`src/rtl/rr_arbiter4_pkg.sv`:
```
// Shared definitions for the four-way round-robin resource arbiter:
// FSM encoding, default data width, requester indices and a one-hot helper.
package rr_arbiter4_pkg;

   localparam int DW_DEF = 16;
   localparam int NREQ   = 4;

   localparam logic [1:0] REQ_A = 2'd0;
   localparam logic [1:0] REQ_B = 2'd1;
   localparam logic [1:0] REQ_C = 2'd2;
   localparam logic [1:0] REQ_D = 2'd3;

   typedef enum logic [1:0] {
      ST_IDLE  = 2'd0,
      ST_GRANT = 2'd1,
      ST_WAIT  = 2'd2
   } state_e;

   function automatic logic [NREQ-1:0] onehot4(input logic [1:0] idx);
      return 4'b0001 << idx;
   endfunction

endpackage

```
`src/rtl/rr_arbiter4_if.sv`:
```
// Bundle of requester-side and resource-side signals around the arbiter.
// slave is the arbiter's view, master is the view of whatever drives it.
interface rr_arbiter4_if #(parameter int DW = 16);

   logic [3:0]      req;
   logic [4*DW-1:0] req_data;
   logic [3:0]      gnt;
   logic            mem_valid;
   logic            mem_ready;
   logic [DW-1:0]   mem_data;
   logic [1:0]      mem_id;
   logic            rsp_valid;
   logic [DW-1:0]   rsp_data;
   logic [3:0]      done;
   logic [3:0]      err;
   logic [DW-1:0]   rsp_out;

   modport slave (
      input  req, req_data, mem_ready, rsp_valid, rsp_data,
      output gnt, mem_valid, mem_data, mem_id, done, err, rsp_out
   );

   modport master (
      output req, req_data, mem_ready, rsp_valid, rsp_data,
      input  gnt, mem_valid, mem_data, mem_id, done, err, rsp_out
   );

endinterface

```
`src/rtl/demux4.sv`:
```
// Four-way single-bit demultiplexor: routes in_i to out_o[sel_i], others 0.
module demux4 (
   input  logic       in_i,
   input  logic [1:0] sel_i,
   output logic [3:0] out_o
);

   always_comb begin
      // NOTE: every output gets a default before the selective write, so no latch is inferred.
      out_o        = '0;
      out_o[sel_i] = in_i;
   end

endmodule

```
`src/rtl/rr_pick4.sv`:
```
// Combinational round-robin pick: first set request searching from ptr_i
// upwards, wrapping modulo 4.
module rr_pick4 (
   input  logic [3:0] req_i,
   input  logic [1:0] ptr_i,
   output logic       any_o,
   output logic [1:0] winner_o
);

   logic       found;
   logic [1:0] idx;

   always_comb begin
      winner_o = ptr_i;
      found    = 1'b0;
      idx      = ptr_i;
      for (int i = 0; i < 4; i++) begin
         idx = ptr_i + 2'(i);
         if (!found && req_i[idx]) begin
            winner_o = idx;
            found    = 1'b1;
         end
      end
   end

   assign any_o = |req_i;

endmodule

```
`src/rtl/rr_arbiter4.sv`:
```
// Round-robin arbiter sharing one request/response resource port among four
// requesters, with per-owner done/err pulses and a response timeout.
module rr_arbiter4
   import rr_arbiter4_pkg::*;
#(
   parameter int DW      = DW_DEF,
   parameter int TIMEOUT = 15
) (
   input  logic           clk,
   input  logic           rst_n,
   rr_arbiter4_if.slave   arb_if
);

   localparam int            CW       = (TIMEOUT > 0) ? $clog2(TIMEOUT + 1) : 1;
   localparam logic [CW-1:0] CNT_LAST = CW'((TIMEOUT > 0) ? TIMEOUT - 1 : 0);

   state_e        state_q, state_d;
   logic [1:0]    ptr_q, ptr_d;
   logic [1:0]    id_q, id_d;
   logic [CW-1:0] cnt_q, cnt_d;
   logic [DW-1:0] rsp_out_q, rsp_out_d;
   logic [3:0]    gnt_q, gnt_d;
   logic [3:0]    done_q, done_d;
   logic [3:0]    err_q, err_d;
   logic          complete;
   logic          timeout;
   logic          pick_any;
   logic [1:0]    pick_id;

   rr_pick4 u_pick (
      .req_i    (arb_if.req),
      .ptr_i    (ptr_q),
      .any_o    (pick_any),
      .winner_o (pick_id)
   );

   always_comb begin
      state_d   = state_q;
      ptr_d     = ptr_q;
      id_d      = id_q;
      cnt_d     = cnt_q;
      rsp_out_d = rsp_out_q;
      complete  = 1'b0;
      timeout   = 1'b0;

      unique case (state_q)
         ST_IDLE: begin
            if (pick_any) begin
               id_d    = pick_id;
               state_d = ST_GRANT;
            end
         end
         ST_GRANT: begin
            // Acceptance takes priority over the owner dropping its request.
            if (arb_if.mem_ready) begin
               state_d = ST_WAIT;
               cnt_d   = '0;
            end else if (!arb_if.req[id_q]) begin
               state_d = ST_IDLE;
            end
         end
         ST_WAIT: begin
            if (arb_if.rsp_valid) begin
               complete  = 1'b1;
               rsp_out_d = arb_if.rsp_data;
               ptr_d     = id_q + 2'd1;
               state_d   = ST_IDLE;
            end else if (TIMEOUT != 0) begin
               if (cnt_q == CNT_LAST) begin
                  timeout = 1'b1;
                  ptr_d   = id_q + 2'd1;
                  state_d = ST_IDLE;
               end else begin
                  cnt_d = cnt_q + 1'b1;
               end
            end
         end
         default: state_d = ST_IDLE;
      endcase

      gnt_d = (state_d != ST_IDLE) ? onehot4(id_d) : '0;
   end

   demux4 u_done_demux (
      .in_i  (complete),
      .sel_i (id_q),
      .out_o (done_d)
   );

   demux4 u_err_demux (
      .in_i  (timeout),
      .sel_i (id_q),
      .out_o (err_d)
   );

   always_ff @(posedge clk or negedge rst_n) begin
      if (!rst_n) begin
         state_q   <= ST_IDLE;
         ptr_q     <= REQ_A;
         id_q      <= REQ_A;
         cnt_q     <= '0;
         rsp_out_q <= '0;
         gnt_q     <= '0;
         done_q    <= '0;
         err_q     <= '0;
      end else begin
         // NOTE: non-blocking assignments so every register samples pre-edge values.
         state_q   <= state_d;
         ptr_q     <= ptr_d;
         id_q      <= id_d;
         cnt_q     <= cnt_d;
         rsp_out_q <= rsp_out_d;
         gnt_q     <= gnt_d;
         done_q    <= done_d;
         err_q     <= err_d;
      end
   end

   assign arb_if.gnt       = gnt_q;
   assign arb_if.mem_valid = (state_q == ST_GRANT);
   assign arb_if.mem_id    = id_q;
   assign arb_if.mem_data  = arb_if.req_data[id_q*DW +: DW];
   assign arb_if.done      = done_q;
   assign arb_if.err       = err_q;
   assign arb_if.rsp_out   = rsp_out_q;

endmodule

```
`src/flat_wrapper.sv`:
```
// flat-port wrapper written by rule: the top's interface ports become plain ports
module rr_arbiter4_flat import rr_arbiter4_pkg::*;
#(
   parameter int DW      = DW_DEF,
   parameter int TIMEOUT = 15
)
  (clk, rst_n, arb_if_req, arb_if_req_data, arb_if_mem_ready, arb_if_rsp_valid, arb_if_rsp_data, arb_if_gnt, arb_if_mem_valid, arb_if_mem_data, arb_if_mem_id, arb_if_done, arb_if_err, arb_if_rsp_out);
  rr_arbiter4_if #(.DW(DW)) arb_if_i ();
  input  logic clk;
  input  logic rst_n;
  input wire logic [$bits(arb_if_i.req)-1:0] arb_if_req;
  input wire logic [$bits(arb_if_i.req_data)-1:0] arb_if_req_data;
  input wire logic [$bits(arb_if_i.mem_ready)-1:0] arb_if_mem_ready;
  input wire logic [$bits(arb_if_i.rsp_valid)-1:0] arb_if_rsp_valid;
  input wire logic [$bits(arb_if_i.rsp_data)-1:0] arb_if_rsp_data;
  output wire logic [$bits(arb_if_i.gnt)-1:0] arb_if_gnt;
  output wire logic [$bits(arb_if_i.mem_valid)-1:0] arb_if_mem_valid;
  output wire logic [$bits(arb_if_i.mem_data)-1:0] arb_if_mem_data;
  output wire logic [$bits(arb_if_i.mem_id)-1:0] arb_if_mem_id;
  output wire logic [$bits(arb_if_i.done)-1:0] arb_if_done;
  output wire logic [$bits(arb_if_i.err)-1:0] arb_if_err;
  output wire logic [$bits(arb_if_i.rsp_out)-1:0] arb_if_rsp_out;
  assign arb_if_i.req = arb_if_req;
  assign arb_if_i.req_data = arb_if_req_data;
  assign arb_if_i.mem_ready = arb_if_mem_ready;
  assign arb_if_i.rsp_valid = arb_if_rsp_valid;
  assign arb_if_i.rsp_data = arb_if_rsp_data;
  assign arb_if_gnt = arb_if_i.gnt;
  assign arb_if_mem_valid = arb_if_i.mem_valid;
  assign arb_if_mem_data = arb_if_i.mem_data;
  assign arb_if_mem_id = arb_if_i.mem_id;
  assign arb_if_done = arb_if_i.done;
  assign arb_if_err = arb_if_i.err;
  assign arb_if_rsp_out = arb_if_i.rsp_out;
  rr_arbiter4 #(.DW(DW), .TIMEOUT(TIMEOUT)) u_core (.clk(clk), .rst_n(rst_n), .arb_if(arb_if_i));
endmodule
```
`config.mk`:
```
export PLATFORM = sky130hd
export DESIGN_NAME = rr_arbiter4_flat
export DESIGN_NICKNAME = d
export VERILOG_FILES = /design/src/rtl/rr_arbiter4_pkg.sv /design/src/rtl/rr_arbiter4_if.sv /design/src/rtl/demux4.sv /design/src/rtl/rr_pick4.sv /design/src/rtl/rr_arbiter4.sv /design/src/flat_wrapper.sv
export SDC_FILE = /design/constraint.sdc
export NUM_CORES = 1
export LEC_CHECK = 0
export BUFFER_PORTS_ARGS = -buffer_cell sky130_fd_sc_hd__buf_2
export CORE_ASPECT_RATIO = 1.25
export CORE_MARGIN = 4
export CORE_UTILIZATION = 35
export CTS_CLUSTER_SIZE = 20
export DETAILED_ROUTE_END_ITERATION = 7
export HOLD_SLACK_MARGIN = 0.05
export PLACE_DENSITY_LB_ADDON = 0.05
export SLEW_MARGIN = 5
export SYNTH_ARGS = -nofsm -noshare
export SYNTH_HDL_FRONTEND = slang
export SYNTH_SLANG_ARGS = --single-unit
```
`constraint.sdc`:
```
create_clock -name clk -period 1.5 [get_ports clk]
set_input_delay 0.075 -clock clk [delete_from_list [all_inputs] [get_ports clk]]
set_output_delay 0.075 -clock clk [all_outputs]
set_load 0.01 [all_outputs]
```
# [Yosys cells after proc, flatten, opt, wreduce, memory -nomap -nowiden]
# Index checks and enable logic that the tools add are counted.
[op_classes] n_reduce_logical=15 bitwise_logic=2 addsub=5 n_shift=2 n_eq_ne=6 n_mux=38 n_lt_le_gt_ge=6
[ops] operator="variable part select 64 x 7 -> 16 bit" count=1
[ops] operator="2-to-1 mux 2 bit" count=12
[ops] operator="2-to-1 mux 4 bit" count=4
[ops] operator="less-than comparator 2 x 3 -> 1 bit, second input constant" count=5
[ops] operator="2-to-1 mux 1 bit" count=14
[ops] operator="binary-select mux 1 bit (select 2 bit)" count=5
[ops] operator="bitwise AND 4 bit" count=2
[ops] operator="case mux 4 bit (2 select lines)" count=1
[ops] operator="inequality test 2 bit, second input constant" count=3
[ops] operator="case mux 2 bit (3 select lines)" count=1
[ops] operator="nonzero test 2 bit" count=3
[ops] operator="adder 2 x 1 -> 2 bit, second input constant" count=2
[ops] operator="adder 2 bit, second input constant" count=2
[ops] operator="adder 4 x 1 -> 4 bit, second input constant" count=1
[ops] operator="== test 4 bit, second input constant" count=1
[ops] operator="logical AND 1 bit" count=4
[ops] operator="AND reduction 2 bit" count=2
[ops] operator="AND reduction 4 bit" count=1
[ops] operator="OR reduction 4 bit" count=1
[ops] operator="<< shifter 1 x 2 -> 4 bit, first input constant" count=1
[ops] operator="logical NOT 1 bit" count=3
[ops] operator="demux 1 bit (select 2 bit)" count=1
[ops] operator="== test 2 x 1 -> 1 bit, second input constant" count=1
[ops] operator="== test 2 bit, second input constant" count=1
[ops] operator="2 further kinds" count=2
[word_totals] ff_bits=38 output_inout_bits=47 word_cells=82 input_bits=88

# [Depth between registers and ports, before layout]
[logic_depth] depth_word=16 ltp_mapped=6 mapped_depth_nobuf=6

# [Modules after synthesis]
# A second synthesis with hierarchy kept.
[unflattened] cells_unflattened=153 hier_area_um2=2098.3
[by_module_without_submodules] mod="rr_arbiter4" cells_per_inst=129 seq_area_each_um2=950.9 instances=1 area_each_um2=1926.8
[by_module_without_submodules] mod="rr_pick4" cells_per_inst=16 seq_area_each_um2=0.0 instances=1 area_each_um2=96.3
[by_module_without_submodules] mod="demux4" cells_per_inst=4 seq_area_each_um2=0.0 instances=2 area_each_um2=37.5

# [Worst setup path after synthesis]
# No wires, ideal clock.
[synth_timing] path_kind="register -> output" startpoint="reg u_core.id_q[0] (netlist: u_core.arb_if.mem_id[0])" endpoint="out arb_if_mem_data[10]" arrival_ns=1.612 path_slack_ns=-0.187 t_required_ns=1.425 path_stages_with_launch=4 n_path_buf=2 path_cell_list="dfrtp_1 > buf_2 > buf_2 > mux4_2"
[synth_between] elab_chain_cells=1
[synth_rtl] item="from (decl)" line_no="rr_arbiter4.sv:19" text="logic [1:0] id_q, id_d;"
[synth_rtl] item="from (signal assigned)" line_no="rr_arbiter4.sv:110" text="id_q <= id_d;"
[synth_rtl] item="variable part select 64 x 7 -> 16 bit" line_no="rr_arbiter4.sv:122" text="assign arb_if.mem_data = arb_if.req_data[id_q*DW +: DW];"
[synth_rtl] item="to (decl)" line_no="flat_wrapper.sv:18" text="output wire logic [$bits(arb_if_i.mem_data)-1:0] arb_if_mem_data;"
# No other way between the ends.

# [Worst setup path in the final report]
[layout_timing] startpoint="reg u_core.id_q[0] (netlist: u_core.arb_if.mem_id[0])" endpoint="out arb_if_mem_data[9]"
# The elaborated chain is that of the path after synthesis.

==> impl_results.md <==
* Placed cells at between 300 and 400
* WHS at between 0.1 and 0.15 ns
* Routed Antenna Nets at 0
* Synth-to-layout area growth at 65.77%
* FMAX at about 0.6 GHz
* Failing checks: negative setup slack
* Sequential fraction of the synthesis area at 0.4540
* Clock root buffer: clkbuf_8
* Total GRT Usage at 0.1618
* Max Root-Sink Buffers at 2
* Leak at 1.769 nW
* Post-Route WL at between 5000 and 6000 µm
* Mapped Area at between 0.002 and 0.0025 mm²
* Setup repair after global routing missed its margin: true
* Worst-Margin Slew at 0.5885 ns
* Die H at about 94 µm
* FF+latch count, synth at 38
* Max capacitance violation total at 0
* Post-Syn Instances at approximately 160
* Met1 global-route usage at 0.1575
* Clock transition at path regs at 0.08 ns
* Syn Area/Cell at roughly 14 µm²
* Pwr/cell area at about 1800 mW/mm²
* Primary FF master, synth: dfrtp_1
* Most area-hungry cell type in the Yosys netlist: dfrtp_1
* Top-count cell post-synth: dfrtp_1
* Peak supply drop at between 800 and 900 µV
* Crit path max fanout at 8
* Yosys top cell area share at 0.4540
* Setup violations, final at 19
* Minimum clock period at around 1.7 ns
* Outcome: finished with violations
* WL per Instance at between 10 and 15 µm
* NumNets Final at approximately 420
* DP Wirelength at between 4000 and 5000 µm
* Grt peak-use layer: met2
* Required @ worst endpoint at between 1 and 1.5 ns
* Max H-tree Level at 2
* Antenna diodes at 0
* Synth cell types at 43
* GRT overflow at 0
* Setup crit end kind: primary output
* DRC at 0
* Pwr Total at roughly 6.2 mW
* Hold Vio Cnt, Final at 0
* Top cells by count, synth: dfrtp_1 (38), mux4_2 (16), mux2_2 (15), nand2_1 (8)
* Core area at approximately 0.0058 mm²
* Final period util at 1.110
* Fin. max-slew vios at 0
* Floorplan row count at 31
* Vias in the first global route at ~2200
* Tightest Hold Check Type: primary input to flip-flop
* Vias/cell at roughly 5
* Final setup margin at -0.1651 ns
* DR pass1 iterations at 3
* IO buf count at 134
* Final Instance Count excl. Fillers at 397
* Final Skew at 0.005622 ns
* First-pass GRT wire length at ~9300 µm
* Number of synthesized flops with an enable pin at 0
* Share of cells above drive strength 1 at 0.6495
* GR met2 Demand/Resource at 0.3105
* Crit path DAT at about 1.6 ns
* TNS Setup at -2.343 ns
* Routing usage on met3 at 0.05916
* Clk Latency, worst-skew pair at a little under 0.3 ns
* Crit path launch type: flip-flop
* CTS Buf Count at 5
* Largest net degree at the start of global routing at 28
* CTS Sinks at 38
* Slew HR at 0.6077
* DP Worst Slack at -0.09974 ns
* Area contributors post-synth: dfrtp_1 (45%), mux4_2 (17%), mux2_2 (8.1%), ha_1 (3.6%), mux2_1 (2.2%)
* Die outline width at around 77 µm
* Initial antenna violation count at 0
* YS warnings at 0
* Starting Density at 0.3600
* Vias at slightly below 2000
* Asr flop ratio synth at 1.000
* Die footprint at ~0.0073 mm²
* Setup CP Type: flip-flop to primary output
* Initial DRC count at 18
* I/O Pins at between 100 and 150
* TritonCTS clock tree: built
* Syn_nets at about 250
* Final GP Congestion at a little under 0.9
per-layer routing:
| layer | part of all wire | wire [µm] |
|---|---|---|
| met5 | 0 | 0 |
| met4 | 0.019 | 111 |
| met3 | 0.10 | 620 |
| met2 | 0.52 | 3101 |
| met1 | 0.35 | 2101 |
cells in the final DEF, fill, tap and decap left out, types with 6 or more instances in the layout:
cell / instances
mux2_2: 14
dfrtp_1: 35
buf_4: 18
buf_6: 11
nand3_1: 6
nand2_1: 7
ha_1: 6
dlygate4sd3_1: 18
mux4_2: 16
buf_2: 124
clkbuf_8: 6
cell type report:
class | count | area, µm²
fill | 493 | 2346
multi-input combinational | 105 | 1142
timing repair buffer | 174 | 1125
sequential | 38 | 954.7
clock buffer | 6 | 82.58
tap | 66 | 82.58
clock inverter | 2 | 60.06
inverter | 6 | 25.02
critical path, stage by stage (launching register included):
cell       delay [ns]
dfrtp_2          0.45
clkbuf_16        0.20
mux4_2           0.51
buf_6            0.14
kinds of logic (layout without fill, tap and decap cells):
| family | after synthesis | count (layout) | share of synthesized area |
|---|---|---|---|
| multiplexers | 36 | 36 | 0.2790 |
| flip-flops | 38 | 38 | 0.4540 |
| AO/OA/AOI/OAI | 20 | 20 | 0.07826 |
| XOR/XNOR | 2 | 2 | 0.008365 |
| adder cells (fa/ha/maj) | 6 | 6 | 0.03584 |
| buffers and inverters | 12 | 188 | 0.02628 |
| AND/OR/NAND/NOR | 41 | 41 | 0.1183 |
final timing paths:
path,start,end,slack (ns),depth (start not counted)
max,u_core.arb_if.mem_id[0]$_DFF_PN0_,arb_if_mem_data[9],-0.17,3
min,arb_if_rsp_valid,u_core.arb_if.done[3]$_DFF_PN0_,0.11,2
max reg2reg,u_core.arb_if.mem_id[1]$_DFF_PN0_,u_core.arb_if.gnt[1]$_DFF_PN0_,-0.02,4
min reg2reg,u_core.arb_if.rsp_out[5]$_DFFE_PN0P_,u_core.arb_if.rsp_out[5]$_DFFE_PN0P_,0.49,1
max in group asynchronous,rst_n,u_core.ptr_q[1]$_DFFE_PN0P_,0.65,3
min in group asynchronous,rst_n,u_core.arb_if.mem_id[1]$_DFF_PN0_,0.33,2
metrics by stage:
stage / util / area (µm²)
2_1_floorplan: - / 2111
3_3_place_gp: 0.5140 / 2990
3_5_place_dp: 0.5140 / 2990
4_1_cts: 0.5841 / 3398
5_1_grt: 0.5968 / 3472
6_report: 0.5968 / 3472
state kept, by name, indices dropped and copies added (netlist names):
name and flops:
u_core.arb_if.gnt 4, u_core.arb_if.done 4, u_core.ptr_q 2, u_core.state_q 2, u_core.arb_if.rsp_out 16, u_core.cnt_q 4, u_core.arb_if.mem_id 2, u_core.arb_if.err 4
power breakdown:
part	switching, mW	leakage [nW]	internal, mW
clock network	0.352	0.0714	0.709
logic	1.53	1.22	1.92
registers	0.242	0.480	1.41
timing repair:
item,4_1_cts,5_1_grt
cloned,0,1
endpoints found under the setup margin,20,26
buffers inserted,1,1
resized for setup,13,11
hold endpoints to repair,43,0
hold buffers,18,0
pin swaps,2,2
Note: power is estimated with default switching activity, not from simulation.
